$ cat config.mk
export PLATFORM = sky130hd
export DESIGN_NAME = multicycle_ctrl
export DESIGN_NICKNAME = d
export VERILOG_FILES = /design/src/rtl/multicycle_ctrl.sv
export SDC_FILE = /design/constraint.sdc
export NUM_CORES = 1
export LEC_CHECK = 0
export CORE_AREA = 4 4 68 70
export CTS_CLUSTER_DIAMETER = 30
export DETAILED_ROUTE_END_ITERATION = 8
export DIE_AREA = 0 0 72 74
export GPL_TIMING_DRIVEN = 1
export PLACE_DENSITY = 0.81
export SLEW_MARGIN = 20
export SYNTH_ARGS = -nofsm -noshare
export SYNTH_HDL_FRONTEND = slang
export SYNTH_SLANG_ARGS = --single-unit
$ cat constraint.sdc
create_clock -name clk -period 3.1 [get_ports clk]
set_input_delay 0.62 -clock clk [delete_from_list [all_inputs] [get_ports clk]]
set_output_delay 0.62 -clock clk [all_outputs]
set_load 0.01 [all_outputs]
$ cat src/rtl/multicycle_ctrl.sv
// Multicycle RV32I control FSM: fetch/decode/execute/memory/writeback sequencing, memory-wait timeout and traps.
// Optional CSR state and csr_access port are built only when CU_ZICSR_EN is defined.
module multicycle_ctrl #(
   parameter int MEM_TIMEOUT = 255,
   parameter int TIMEOUT_W   = 8
) (
   input  logic       clk,
   input  logic       rst_n,
   input  logic       memory_response,
   input  logic [6:0] instruction_opcode,
   input  logic [2:0] instruction_funct3,
   input  logic       instruction_bit20,
   output logic       pc_write,
   output logic       pc_write_cond,
   output logic       ir_write,
   output logic       reg_write,
   output logic       memory_read,
   output logic       memory_write,
   output logic       lorD,
   output logic       memory_to_reg,
   output logic       is_immediate,
   output logic [1:0] pc_source,
   output logic [1:0] aluop,
   output logic [1:0] alu_src_a,
   output logic [1:0] alu_src_b,
   output logic       trap,
   output logic [3:0] trap_cause,
   output logic [4:0] state_dbg
`ifdef CU_ZICSR_EN
   ,
   output logic       csr_access
`endif
);

   typedef enum logic [4:0] {
      S_FETCH     = 5'd0,
      S_FETCH_ACK = 5'd1,
      S_DECODE    = 5'd2,
      S_MEMADR    = 5'd3,
      S_MEMREAD   = 5'd4,
      S_MEMWB     = 5'd5,
      S_MEMWRITE  = 5'd6,
      S_EXEC_R    = 5'd7,
      S_EXEC_I    = 5'd8,
      S_ALUWB     = 5'd9,
      S_JAL       = 5'd10,
      S_BRANCH    = 5'd11,
      S_JALR_PC   = 5'd12,
      S_JALR      = 5'd13,
      S_AUIPC     = 5'd14,
      S_LUI       = 5'd15,
      S_TRAP      = 5'd16
`ifdef CU_ZICSR_EN
      ,
      S_CSR       = 5'd17
`endif
   } state_t;

   typedef struct packed {
      logic       pc_write;
      logic       pc_write_cond;
      logic       ir_write;
      logic       reg_write;
      logic       memory_read;
      logic       memory_write;
      logic       lorD;
      logic       memory_to_reg;
      logic       is_immediate;
      logic [1:0] pc_source;
      logic [1:0] aluop;
      logic [1:0] alu_src_a;
      logic [1:0] alu_src_b;
      logic       trap;
`ifdef CU_ZICSR_EN
      logic       csr_access;
`endif
   } ctl_t;

   localparam logic [TIMEOUT_W-1:0] TO_LAST =
      TIMEOUT_W'((MEM_TIMEOUT == 0) ? 0 : MEM_TIMEOUT - 1);

   state_t               state, nxt;
   ctl_t                 ctl_q, ctl_o;
   logic [TIMEOUT_W-1:0] wait_cnt;
   logic [3:0]           cause_nxt;
   logic                 in_wait, nxt_wait, to_fire;

   function automatic ctl_t decode(input state_t s);
      ctl_t c;
      c = '0;
      case (s)
         S_FETCH:     c.memory_read = 1'b1;
         S_FETCH_ACK: begin
            c.memory_read = 1'b1; c.ir_write = 1'b1; c.pc_write = 1'b1; c.alu_src_b = 2'b01;
         end
         S_DECODE:    begin c.alu_src_a = 2'b10; c.alu_src_b = 2'b10; end
         S_MEMADR:    begin c.alu_src_a = 2'b01; c.alu_src_b = 2'b10; end
         S_MEMREAD:   begin c.memory_read = 1'b1; c.lorD = 1'b1; end
         S_MEMWB:     begin c.reg_write = 1'b1; c.memory_to_reg = 1'b1; end
         S_MEMWRITE:  begin c.memory_write = 1'b1; c.lorD = 1'b1; end
         S_EXEC_R:    begin c.alu_src_a = 2'b01; c.aluop = 2'b10; end
         S_EXEC_I:    begin
            c.alu_src_a = 2'b01; c.alu_src_b = 2'b10; c.aluop = 2'b10; c.is_immediate = 1'b1;
         end
         S_ALUWB:     c.reg_write = 1'b1;
         S_JAL:       begin
            c.alu_src_a = 2'b10; c.alu_src_b = 2'b01; c.pc_write = 1'b1; c.pc_source = 2'b01;
         end
         S_BRANCH:    begin
            c.alu_src_a = 2'b01; c.aluop = 2'b01; c.pc_write_cond = 1'b1; c.pc_source = 2'b01;
         end
         S_JALR_PC:   begin c.alu_src_a = 2'b01; c.alu_src_b = 2'b10; c.is_immediate = 1'b1; end
         S_JALR:      begin
            c.alu_src_a = 2'b10; c.alu_src_b = 2'b01; c.pc_write = 1'b1; c.pc_source = 2'b01;
         end
         S_AUIPC:     begin c.alu_src_a = 2'b10; c.alu_src_b = 2'b10; end
         S_LUI:       begin c.alu_src_a = 2'b11; c.alu_src_b = 2'b10; end
         S_TRAP:      begin c.trap = 1'b1; c.pc_write = 1'b1; c.pc_source = 2'b10; end
`ifdef CU_ZICSR_EN
         S_CSR:       begin c.alu_src_a = 2'b01; c.reg_write = 1'b1; c.csr_access = 1'b1; end
`endif
         default:     c = '0;
      endcase
      return c;
   endfunction

   assign in_wait  = (state == S_FETCH) || (state == S_MEMREAD) || (state == S_MEMWRITE);
   assign nxt_wait = (nxt == S_FETCH) || (nxt == S_MEMREAD) || (nxt == S_MEMWRITE);
   // A response in the last allowed cycle beats the timeout.
   assign to_fire  = (MEM_TIMEOUT != 0) && (wait_cnt == TO_LAST) && !memory_response;

   always_comb begin
      nxt       = S_FETCH;
      cause_nxt = 4'd0;
      case (state)
         S_FETCH: begin
            if (memory_response)  nxt = S_FETCH_ACK;
            else if (to_fire)     begin nxt = S_TRAP; cause_nxt = 4'd1; end
            else                  nxt = S_FETCH;
         end
         S_FETCH_ACK: nxt = S_DECODE;
         S_DECODE: begin
            case (instruction_opcode)
               7'b0000011, 7'b0100011: nxt = S_MEMADR;
               7'b0110011: nxt = S_EXEC_R;
               7'b0010011: nxt = S_EXEC_I;
               7'b1101111: nxt = S_JAL;
               7'b1100011: nxt = S_BRANCH;
               7'b1100111: nxt = S_JALR_PC;
               7'b0010111: nxt = S_AUIPC;
               7'b0110111: nxt = S_LUI;
               7'b0001111: nxt = S_FETCH;
               7'b1110011: begin
                  if (instruction_funct3 == 3'd0) begin
                     nxt       = S_TRAP;
                     cause_nxt = instruction_bit20 ? 4'd3 : 4'd11;
                  end else begin
`ifdef CU_ZICSR_EN
                     nxt = S_CSR;
`else
                     nxt       = S_TRAP;
                     cause_nxt = 4'd2;
`endif
                  end
               end
               default: begin nxt = S_TRAP; cause_nxt = 4'd2; end
            endcase
         end
         S_MEMADR:  nxt = (instruction_opcode == 7'b0000011) ? S_MEMREAD : S_MEMWRITE;
         S_MEMREAD: begin
            if (memory_response)  nxt = S_MEMWB;
            else if (to_fire)     begin nxt = S_TRAP; cause_nxt = 4'd5; end
            else                  nxt = S_MEMREAD;
         end
         S_MEMWB:   nxt = S_FETCH;
         S_MEMWRITE: begin
            if (memory_response)  nxt = S_FETCH;
            else if (to_fire)     begin nxt = S_TRAP; cause_nxt = 4'd7; end
            else                  nxt = S_MEMWRITE;
         end
         S_EXEC_R, S_EXEC_I, S_JAL, S_JALR, S_AUIPC, S_LUI: nxt = S_ALUWB;
         S_ALUWB:   nxt = S_FETCH;
         S_BRANCH:  nxt = S_FETCH;
         S_JALR_PC: nxt = S_JALR;
         S_TRAP:    nxt = S_FETCH;
`ifdef CU_ZICSR_EN
         S_CSR:     nxt = S_FETCH;
`endif
         default:   nxt = S_FETCH;
      endcase
   end

   always_ff @(posedge clk or negedge rst_n) begin
      if (!rst_n) begin
         state      <= S_FETCH;
         ctl_q      <= decode(S_FETCH);
         wait_cnt   <= '0;
         trap_cause <= 4'd0;
      end else begin
         state <= nxt;
         ctl_q <= decode(nxt);
         if (nxt == S_TRAP)
            trap_cause <= cause_nxt;
         if (nxt_wait && (nxt != state))
            wait_cnt <= '0;
         else if (in_wait && !memory_response && (MEM_TIMEOUT != 0))
            wait_cnt <= wait_cnt + 1'b1;
      end
   end

   // Registered controls hold the FETCH decode across reset; gating keeps them low while reset is asserted.
   assign ctl_o = rst_n ? ctl_q : '0;

   assign pc_write      = ctl_o.pc_write;
   assign pc_write_cond = ctl_o.pc_write_cond;
   assign ir_write      = ctl_o.ir_write;
   assign reg_write     = ctl_o.reg_write;
   assign memory_read   = ctl_o.memory_read;
   assign memory_write  = ctl_o.memory_write;
   assign lorD          = ctl_o.lorD;
   assign memory_to_reg = ctl_o.memory_to_reg;
   assign is_immediate  = ctl_o.is_immediate;
   assign pc_source     = ctl_o.pc_source;
   assign aluop         = ctl_o.aluop;
   assign alu_src_a     = ctl_o.alu_src_a;
   assign alu_src_b     = ctl_o.alu_src_b;
   assign trap          = ctl_o.trap;
   assign state_dbg     = state;
`ifdef CU_ZICSR_EN
   assign csr_access    = ctl_o.csr_access;
`endif

endmodule

# Yosys cells after proc, flatten, opt, wreduce, memory -nomap -nowiden
# Cells that the tools add are included.
[totals]
reg_bits = 35
in_bits = 14
output_inout_bits = 27
wordCells = 121
[op_classes]
n_addsub = 1
n_eq_ne = 41
n_mux = 36
n_reduce_logical = 26
[ops]
columns = ["operator", "count"]
rows = [
  ["5-bit by 4-bit equality test with 1-bit output (second input constant)", 14],
  ["5-bit case mux with 9 select lines", 1],
  ["5-bit case mux with 8 select lines", 1],
  ["5-bit by 3-bit equality test with 1-bit output (second input constant)", 7],
  ["5-bit two-way mux", 6],
  ["7-bit equality test (second input constant)", 4],
  ["7-bit by 6-bit equality test with 1-bit output (second input constant)", 3],
  ["5-bit by 2-bit equality test with 1-bit output (second input constant)", 4],
  ["18-bit two-way mux", 1],
  ["8-bit two-way mux", 2],
  ["4-bit case mux with 4 select lines", 1],
  ["7-bit by 5-bit equality test with 1-bit output (second input constant)", 2],
  ["1-bit two-way mux", 12],
  ["3-bit two-way mux", 4],
  ["2-bit case mux with 2 select lines", 3],
  ["6-bit OR reduction", 2],
  ["5-bit by 1-bit equality test with 1-bit output (second input constant)", 2],
  ["5-bit logical NOT", 2],
  ["10-bit OR reduction", 1],
  ["2-bit OR reduction", 5],
  ["3-bit OR reduction", 3],
  ["8-bit by 1-bit adder with 8-bit output (second input constant)", 1],
  ["8-bit equality test (second input constant)", 1],
  ["4-bit two-way mux", 2],
  ["other kinds (14)", 20],
]

# Longest topological paths before layout
# Gate-level depths: netlist of the first run.
[logic_depth]
ltp_word = 10
mapped_depth = 10
ltp_nobuf = 9

# Worst setup path after synthesis of the first run
# OpenSTA, ideal clock, no wires.
[synth_path]
path_type = "input to register"
startpoint = "in instruction_opcode[5]"
endpoint = "reg wait_cnt[0]"
setup_time_ns = 0.139
arrival_time_ns = 2.276
required_ns = 2.961
setup_slack_ns = 0.684
cell_stages = 9
n_path_buf = 2
cell_sequence = "clkbuf_1 and2_1 a2111oi_0 o31ai_1 nor2b_1 buf_6 inv_2 o32ai_2 a21oi_1"
[synth_between]
elab_chain_len = 9
word_cells_on_any_way = 23
cone_classes = "eq/ne: 13; mux: 4; reduce/logical: 6"
[synth_lines]
columns = ["element", "line_no", "text"]
rows = [
  ["start, declared", "10", "input logic [6:0] instruction_opcode,"],
  ["7-bit by 2-bit equality test with 1-bit output / 7-bit by 6-bit equality test with 1-bit output (equally long branches)", "143", "case (instruction_opcode)"],
  ["2-bit OR reduction", "--", ""],
  ["5-bit case mux with 9 select lines (*)", "143", ""],
  ["5-bit case mux with 8 select lines (*)", "135", "case (state)"],
  ["named net nxt[4]", "82", "state_t state, nxt;"],
  ["5-bit by 3-bit equality test with 1-bit output / 5-bit logical NOT (equally long branches)", "128", "assign nxt_wait = (nxt == S_FETCH) || (nxt == S_MEMREAD) || (nxt == S_MEMWRITE);"],
  ["1-bit logical OR (2 in series)", "128", ""],
  ["1-bit logical AND (*)", "204", "if (nxt_wait && (nxt != state))"],
  ["8-bit two-way mux / 2-bit nonzero test (equally long branches)", "--", ""],
  ["end signal, assigned", "207", "wait_cnt <= wait_cnt + 1'b1;"],
  ["end, declared", "84", "logic [TIMEOUT_W-1:0] wait_cnt;"],
]
# The timed path passes the listed nets; every way through them passes the cells marked *.
# A chain may end at the register's enable or synchronous reset.

# Worst setup path after layout of the first run
[layout_path]
startpoint = "in instruction_opcode[6]"
endpoint = "reg wait_cnt[0]"
# Same word-level chain as after synthesis.

==> tab_implementation.tex, run 1 <==
\begin{tabular}{lr}
\hline
Metric & Value \\
\hline
\multicolumn{2}{l}{\textbf{Drt}} \\
Total vias in the final route & approximately 1600 \\
Wire length per cell & 13.2 um \\
Final WL & 3940 um \\
DRT antenna net count & 0 \\
Number of design rule violations left after detail routing & 0 \\
Number of DRC markers in iteration 0 & 66 \\
First drt pass iteration count & 4 \\
Detailed-route vias per instance & 5.45 \\
\multicolumn{2}{l}{\textbf{Placed design}} \\
Placed cell area & 2380 um2 \\
Final HPWL from detailed placement & slightly above 3000 um \\
GP Congestion & 0.857 \\
Number of port buffers & 40 \\
\multicolumn{2}{l}{\textbf{Clock network}} \\
CTS Buf Count & 5 \\
\# H-tree levels & 2 \\
Number of sinks driven by the clock tree & 34 \\
CTS Hold Buffers Added & 0 \\
TritonCTS clock tree & done \\
Clock latency on the worst-skew pair & 280 ps \\
Setup repair bufs after CTS & 0 \\
Master cell of the clock root buffer & sky130\_fd\_sc\_hd\_\_clkbuf\_8 \\
Buffers from clock root to sink, at most & 2 \\
Clock slew at the register clock pins of the worst setup and hold paths & 60 ps \\
CTS resizes & 0 \\
\multicolumn{2}{l}{\textbf{Floorplan}} \\
Initial standard-cell utilization of the core & 49.7\% \\
Core outline area & 3970 um2 \\
Width of the chip & just over 70 um \\
I/O pins & between 40 and 50 \\
Standard-cell row count & 23 \\
Total die area & 5330 um2 \\
Die Span Y & 74 um \\
\multicolumn{2}{l}{\textbf{Timing}} \\
Setup repair after global routing missed its margin & no \\
Count of endpoints failing setup in the final report & 0 \\
Setup TNS after final layout & 0 ps \\
Post-route clock period utilization & 89.0\% \\
Final Hold Vio Count & 0 \\
Minimum clock period & about 2800 ps \\
Final slew viol count & 0 \\
Hold slack final & 313 ps \\
Max Clk Rate & 363 MHz \\
Tightest Pin Transition & 527 ps \\
Relative slew margins & 64.9\% \\
Worst clock skew on the final layout & 5.33 ps \\
\multicolumn{2}{l}{\textbf{Critical path}} \\
Data required, critical path & 3250 ps \\
Worst-path maximum fanout & 13 \\
Reg2reg setup slack & 590 ps \\
Critical path class & input port to register \\
Startpoint of the worst register-to-register path & state\_dbg[3] \\
Startpoint Class & input port \\
Cell count of the worst reg-to-reg path & 6 \\
Worst R2R End & wait\_cnt[0] \\
Arrival time of data at the critical path endpoint & 2910 ps \\
CP endpoint kind & register \\
\multicolumn{2}{l}{\textbf{Synth}} \\
Register bit total from synthesis & 34 \\
Top post-synthesis cells by area & sky130\_fd\_sc\_hd\_\_dfrtp\_1 42\%, sky130\_fd\_sc\_hd\_\_and2\_1 5.7\%, sky130\_fd\_sc\_hd\_\_nor2\_1 3.6\%, sky130\_fd\_sc\_hd\_\_nand3\_1 2.8\%, sky130\_fd\_sc\_hd\_\_a21oi\_1 2.5\% \\
Number of flops mapped to enable cells by yosys & 0 \\
Most used DFF post-synth & sky130\_fd\_sc\_hd\_\_dfrtp\_1 \\
Mapped Area & 1970 um2 \\
Synth cell types & 62 \\
Synthesized netlist cell count & 209 \\
Portion of the post-synthesis area used by sequential elements & 43.2\% \\
Net count after synthesis & 225 \\
Per-instance average area after synthesis & 9.43 um2 \\
Top-area cell type share of the netlist area & around two fifths \\
Biggest area consumer among synthesized cells & sky130\_fd\_sc\_hd\_\_dfrtp\_1 \\
Synthesis warning total & 0 \\
Share of synthesized flip-flops with an asynchronous set or reset & 100\% \\
\multicolumn{2}{l}{\textbf{Hold path}} \\
Worst min path class & input port to asynchronous set/reset pin \\
\multicolumn{2}{l}{\textbf{Layout}} \\
Fraction of final layout cells sized beyond drive strength 1 & 10.9\% \\
Post-synthesis to final-layout area growth & 24.6\% \\
Number of antenna repair diodes & 0 \\
Post-route cell area & 2460 um2 \\
Core Util, Final & 61.8\% \\
Final net count & 264 \\
\multicolumn{2}{l}{\textbf{Flow run}} \\
Max cap viols & 0 \\
\multicolumn{2}{l}{\textbf{GRT}} \\
GRT Residual Overflow & 0 \\
Via count of the first global-routing pass & 1450 \\
Global-route usage over all layers & 16.2\% \\
Maximum number of pins on one net before global-route repair & 36 \\
Initial antenna violation count & 0 \\
Wire length of the first global-routing pass & 6560 um \\
\multicolumn{2}{l}{\textbf{Outcome}} \\
Run status & finished clean \\
\multicolumn{2}{l}{\textbf{Power and ir drop}} \\
Total Power Consumption & 1660 uW \\
PwrDens & 676 nW/um2 \\
Max IR drop VDD & about 260 uV \\
Static leakage power & about 0.0011 uW \\
\hline
\end{tabular}
Yosys cell counts (2+ instances only):
library cell	count
sky130_fd_sc_hd__o31ai_1	4
sky130_fd_sc_hd__inv_2	3
sky130_fd_sc_hd__and2_1	18
sky130_fd_sc_hd__or2b_2	2
sky130_fd_sc_hd__ha_1	2
sky130_fd_sc_hd__nand3_1	11
sky130_fd_sc_hd__or4bb_1	2
sky130_fd_sc_hd__buf_6	3
sky130_fd_sc_hd__dfrtp_1	33
sky130_fd_sc_hd__mux2i_1	2
sky130_fd_sc_hd__a21oi_1	10
sky130_fd_sc_hd__nor2b_1	5
sky130_fd_sc_hd__buf_4	3
sky130_fd_sc_hd__xor2_1	3
sky130_fd_sc_hd__o211ai_1	2
sky130_fd_sc_hd__nand4_1	6
sky130_fd_sc_hd__nand2_1	12
sky130_fd_sc_hd__o21bai_1	2
sky130_fd_sc_hd__nand4b_1	3
sky130_fd_sc_hd__clkbuf_1	5
sky130_fd_sc_hd__nor2_1	19
sky130_fd_sc_hd__nor3_1	5
sky130_fd_sc_hd__nand3b_1	2
sky130_fd_sc_hd__xnor2_1	5
sky130_fd_sc_hd__inv_1	9
sky130_fd_sc_hd__or2_1	2
where the power goes:
group,total (uW),internal [uW],switching [uW]
Sequential,615,543,72.3
Clock,289,154,135
Combinational,756,343,412
Total,1660,1040,620
flip-flops by register name, indices dropped and copies added, names as in the netlist:
register / count
ctl_q: 17
trap_cause: 4
state_dbg: 5
wait_cnt: 8
stage by stage:
stage | setup WS [ps] | cells
floorplan | 684 | 209
global placement | 114 | 291
detailed placement | 54.3 | 291
CTS | 362 | 298
global route | 89.0 | 298
finish | 342 | 298
logic make-up after synthesis:
logic type	after synthesis	share of synthesized area, %
AND/OR/NAND/NOR	103	30.8
AO/OA/AOI/OAI	35	13.3
flip-flops	34	43.2
buffers and inverters	24	6.34
XOR/XNOR	8	3.55
adder cells (fa/ha/maj)	3	1.78
multiplexers	2	1.02
cells in the final DEF (no fill, tap or decap), types with 2 or more instances in the layout:
cell type,instances
sky130_fd_sc_hd__inv_2,3
sky130_fd_sc_hd__inv_1,9
sky130_fd_sc_hd__mux2i_1,2
sky130_fd_sc_hd__xor2_1,3
sky130_fd_sc_hd__or2b_2,2
sky130_fd_sc_hd__clkdlybuf4s50_1,39
sky130_fd_sc_hd__nand4_1,6
sky130_fd_sc_hd__or2_1,2
sky130_fd_sc_hd__nand4b_1,3
sky130_fd_sc_hd__or4bb_1,2
sky130_fd_sc_hd__nand2_1,12
sky130_fd_sc_hd__clkbuf_1,2
sky130_fd_sc_hd__o31ai_1,4
sky130_fd_sc_hd__ha_1,2
sky130_fd_sc_hd__and2_1,18
sky130_fd_sc_hd__dfrtp_1,33
sky130_fd_sc_hd__o21bai_1,2
sky130_fd_sc_hd__clkbuf_8,5
sky130_fd_sc_hd__xnor2_1,5
sky130_fd_sc_hd__nand3b_1,2
sky130_fd_sc_hd__o211ai_1,2
sky130_fd_sc_hd__a21oi_1,10
sky130_fd_sc_hd__nand3_1,11
sky130_fd_sc_hd__buf_4,4
sky130_fd_sc_hd__nor2_1,19
sky130_fd_sc_hd__nor3_1,5
sky130_fd_sc_hd__nor2b_1,5
routing by layer:
layer	share of wire [%]	GRT usage, %	wire [um]	vias to the layer above
met5	0	0	0	-
met2	46	24.8	1800	50
met4	3.3	8.77	131	0
met3	5.5	4.46	217	13
met1	45	20.9	1790	752
li1	-	-	-	810
critical path, stage by stage:
cell	delay, ps
sky130_fd_sc_hd__clkdlybuf4s50_1	670
sky130_fd_sc_hd__and2_1	200
sky130_fd_sc_hd__a2111oi_0	70
sky130_fd_sc_hd__o31ai_1	360
sky130_fd_sc_hd__nor2b_1	240
sky130_fd_sc_hd__inv_2	80
sky130_fd_sc_hd__o32ai_2	510
sky130_fd_sc_hd__a21oi_1	140
cell type report:
class / instances / area (um2)
Clock buffer: 7 / 76.3
Fill cell: 362 / 1520
Inverter: 12 / 45.0
Multi-Input combinational cell: 151 / 995
Sequential cell: 34 / 852
Tap cell: 50 / 62.6
Timing Repair Buffer: 44 / 425
worst max-delay path by stage:
stage               slack [ps]             startpoint     endpoint  cells past startpoint
floorplan                  680  instruction_opcode[5]  wait_cnt[0]                      9
global placement           110  instruction_opcode[6]  wait_cnt[6]                      8
detailed placement          50  instruction_opcode[6]  wait_cnt[7]                      8
CTS                        360  instruction_opcode[6]  wait_cnt[7]                      8
global route                90  instruction_opcode[6]  wait_cnt[7]                      8
finish                     340  instruction_opcode[6]  wait_cnt[0]                      8
(Power assumes the default switching activity.)
==> run 2: changes to the inputs <==
--- a/config.mk
+++ b/config.mk
@@ -5,12 +5,13 @@
 export SDC_FILE = /design/constraint.sdc
 export NUM_CORES = 1
 export LEC_CHECK = 0
-export CORE_AREA = 4 4 68 70
+export CORE_AREA = 4 4 66 68
+export CTS_BUF_LIST = sky130_fd_sc_hd__clkbuf_2
 export CTS_CLUSTER_DIAMETER = 30
 export DETAILED_ROUTE_END_ITERATION = 8
-export DIE_AREA = 0 0 72 74
+export DIE_AREA = 0 0 70 72
 export GPL_TIMING_DRIVEN = 1
-export PLACE_DENSITY = 0.81
+export PLACE_DENSITY = 0.85
 export SLEW_MARGIN = 20
 export SYNTH_ARGS = -nofsm -noshare
 export SYNTH_HDL_FRONTEND = slang
==> run 2 against run 1 <==
  * Die area down 5.4%
  * Register-to-register slack worse by 110 ps
  * Largest cell class unchanged
  * Core utilization up 0.81 points
  * Largest power group unchanged
  * Wire length up 6.7%
  * First-iteration DRC count down 11%
  * Design area down 1.6%
  * Final cell count up 0.34%
  * Non-clock buffer count unchanged
  * Combinational power down 1%
  * Critical path type unchanged
==> tab_implementation.tex, run 2 (same netlist as run 1, synthesis figures left out) <==
\begin{tabular}{lr}
\hline
Metric & Value \\
\hline
\multicolumn{2}{l}{\textbf{Floorplan}} \\
Die Span Y & 72 um \\
Initial standard-cell utilization of the core & 51.1\% \\
Width of the chip & 70 um \\
I/O pins & 41 \\
Core outline area & 3860 um2 \\
Total die area & 5040 um2 \\
Standard-cell row count & 23 \\
\multicolumn{2}{l}{\textbf{GRT}} \\
Via count of the first global-routing pass & 1549 \\
GR Util met3 & 2.63\% \\
GRT met2 Usage & around 31\% \\
Maximum number of pins on one net before global-route repair & 35 \\
Global-route usage over all layers & 17.7\% \\
GRT Residual Overflow & 0 \\
Met1 demand-to-capacity share in global routing & $\sim$22\% \\
Wire length of the first global-routing pass & 7160 um \\
Most used routing layer & met2 \\
Initial antenna violation count & 0 \\
\multicolumn{2}{l}{\textbf{Placed design}} \\
Placed cell area & 2380 um2 \\
Worst setup timing slack at the placement stage & 16.8 ps \\
GP Congestion & roughly 0.8 \\
Final HPWL from detailed placement & 3200 um \\
Number of port buffers & 40 \\
Placed Cells & 291 \\
\multicolumn{2}{l}{\textbf{Critical path}} \\
Delay of the slowest critical-path stage & around 680 ps \\
CP endpoint kind & register \\
Critical path class & input port to register \\
Worst-path maximum fanout & 13 \\
Cell type of the slowest stage on the worst timing path & sky130\_fd\_sc\_hd\_\_clkdlybuf4s50\_1 \\
Arrival time of data at the critical path endpoint & 2950 ps \\
Cell count of the worst reg-to-reg path & 6 \\
Reg2reg setup slack & 480 ps \\
Cell family contributing the most delay on the critical path & compound AO/OA/AOI/OAI gates \\
Startpoint of the worst register-to-register path & state\_dbg[2] \\
Critical path cell sequence & clkdlybuf4s50\_1, and2\_1, a2111oi\_0, o31ai\_1, nor2b\_1, inv\_2, o32ai\_2, a21oi\_1 \\
Data required, critical path & roughly 3300 ps \\
Total buffers and inverters traversed by the critical path & 2 \\
Startpoint Class & input port \\
Worst R2R End & wait\_cnt[5] \\
\multicolumn{2}{l}{\textbf{Layout}} \\
Reg with most FFs & ctl\_q \\
Area of all sequential standard cells & 852 um2 \\
Combined area of the multi-input logic cells & 995 um2 \\
Fillers & 345 \\
Fraction of final layout cells sized beyond drive strength 1 & about 11\% \\
Final net count & around 260 \\
Max reg flops & 17 \\
Commonest non-fill, non-tap cells in the layout & 39 x sky130\_fd\_sc\_hd\_\_clkdlybuf4s50\_1, 33 x sky130\_fd\_sc\_hd\_\_dfrtp\_1, 19 x sky130\_fd\_sc\_hd\_\_nor2\_1 \\
Post-layout instance count excluding filler cells & 299 \\
Post-route cell area & 2420 um2 \\
Post-synthesis to final-layout area growth & 22.5\% \\
Most common library cell in the layout ignoring fill and taps & sky130\_fd\_sc\_hd\_\_clkdlybuf4s50\_1 \\
Number of antenna repair diodes & 0 \\
\multicolumn{2}{l}{\textbf{Timing}} \\
Final slew viol count & 0 \\
Relative slew margins & around two thirds \\
Count of endpoints failing setup in the final report & 0 \\
Setup TNS after final layout & 0 ps \\
Post-route clock period utilization & 87.3\% \\
Worst clock skew on the final layout & 6.99 ps \\
Minimum clock period & 2710 ps \\
Setup repair after global routing missed its margin & no \\
Max Clk Rate & 370 MHz \\
Final Hold Vio Count & 0 \\
PnR worst setup slack & 394 ps \\
Tightest Pin Transition & 516 ps \\
\multicolumn{2}{l}{\textbf{Drt}} \\
Total vias in the final route & 1637 \\
Final WL & 4210 um \\
DRT antenna net count & 0 \\
Number of design rule violations left after detail routing & 0 \\
Wire length per cell & 14.1 um \\
Detailed-route vias per instance & 5.47 \\
First drt pass iteration count & 4 \\
Number of DRC markers in iteration 0 & 59 \\
\multicolumn{2}{l}{\textbf{Clock network}} \\
Clock slew at the register clock pins of the worst setup and hold paths & 160 ps \\
CTS resizes & 0 \\
Setup repair bufs after CTS & 0 \\
Buffers from clock root to sink, at most & 2 \\
Clock latency on the worst-skew pair & 360 ps \\
TritonCTS clock tree & done \\
Number of sinks driven by the clock tree & 34 \\
\# H-tree levels & 2 \\
CTS Buf Count & 5 \\
CTS Hold Buffers Added & 0 \\
Master cell of the clock root buffer & sky130\_fd\_sc\_hd\_\_clkbuf\_2 \\
\multicolumn{2}{l}{\textbf{Outcome}} \\
Run status & finished clean \\
\multicolumn{2}{l}{\textbf{Power and ir drop}} \\
Static leakage power & between 0.001 and 0.0015 uW \\
Max IR drop VDD & around 270 uV \\
PwrDens & $\sim$650 nW/um2 \\
\multicolumn{2}{l}{\textbf{Flow run}} \\
Max cap viols & 0 \\
\multicolumn{2}{l}{\textbf{Hold path}} \\
Worst min path class & input port to asynchronous set/reset pin \\
\hline
\end{tabular}
[run 2: layer usage]
layer | share of wire (%) | vias to the layer above
met5 | 0 | -
met4 | 1.9 | 0
met3 | 5.7 | 9
met2 | 48 | 61
met1 | 44 | 755
li1 | - | 812
[run 2: final cells by class]
cell class,count,area share (%)
clock buffer,5,1.04
clock inverter,3,0.466
inverter,12,1.86
multi-input combinational,151,41.2
sequential,34,35.3
tap,50,2.59
timing repair buffer,44,17.6
[run 2: worst max-delay path by stage]
stage | start | to | slack (ps) | cells after the start
finish | instruction_opcode[6] | wait_cnt[5] | 390 | 8
CTS | instruction_opcode[6] | wait_cnt[5] | 410 | 8
global route | instruction_opcode[6] | wait_cnt[3] | 220 | 8
floorplan | instruction_opcode[5] | wait_cnt[0] | 680 | 9
detailed placement | instruction_opcode[6] | wait_cnt[5] | 20 | 8
global placement | instruction_opcode[6] | wait_cnt[6] | 140 | 8
[run 2: stage by stage]
stage	hold slack [ps]	util (%)	total power [uW]
after floorplan	324	-	1130
after global routing	226	62.7	1660
final	194	62.7	1560
after CTS	193	62.7	1560
after detailed placement	484	61.7	1370
after global placement	474	61.7	1350
[run 2: report_power, final]
part | internal [uW] | total [uW] | switching, uW
clock | 48.1 | 188 | 140
sequential | 541 | 625 | 84.7
combinational | 332 | 746 | 414
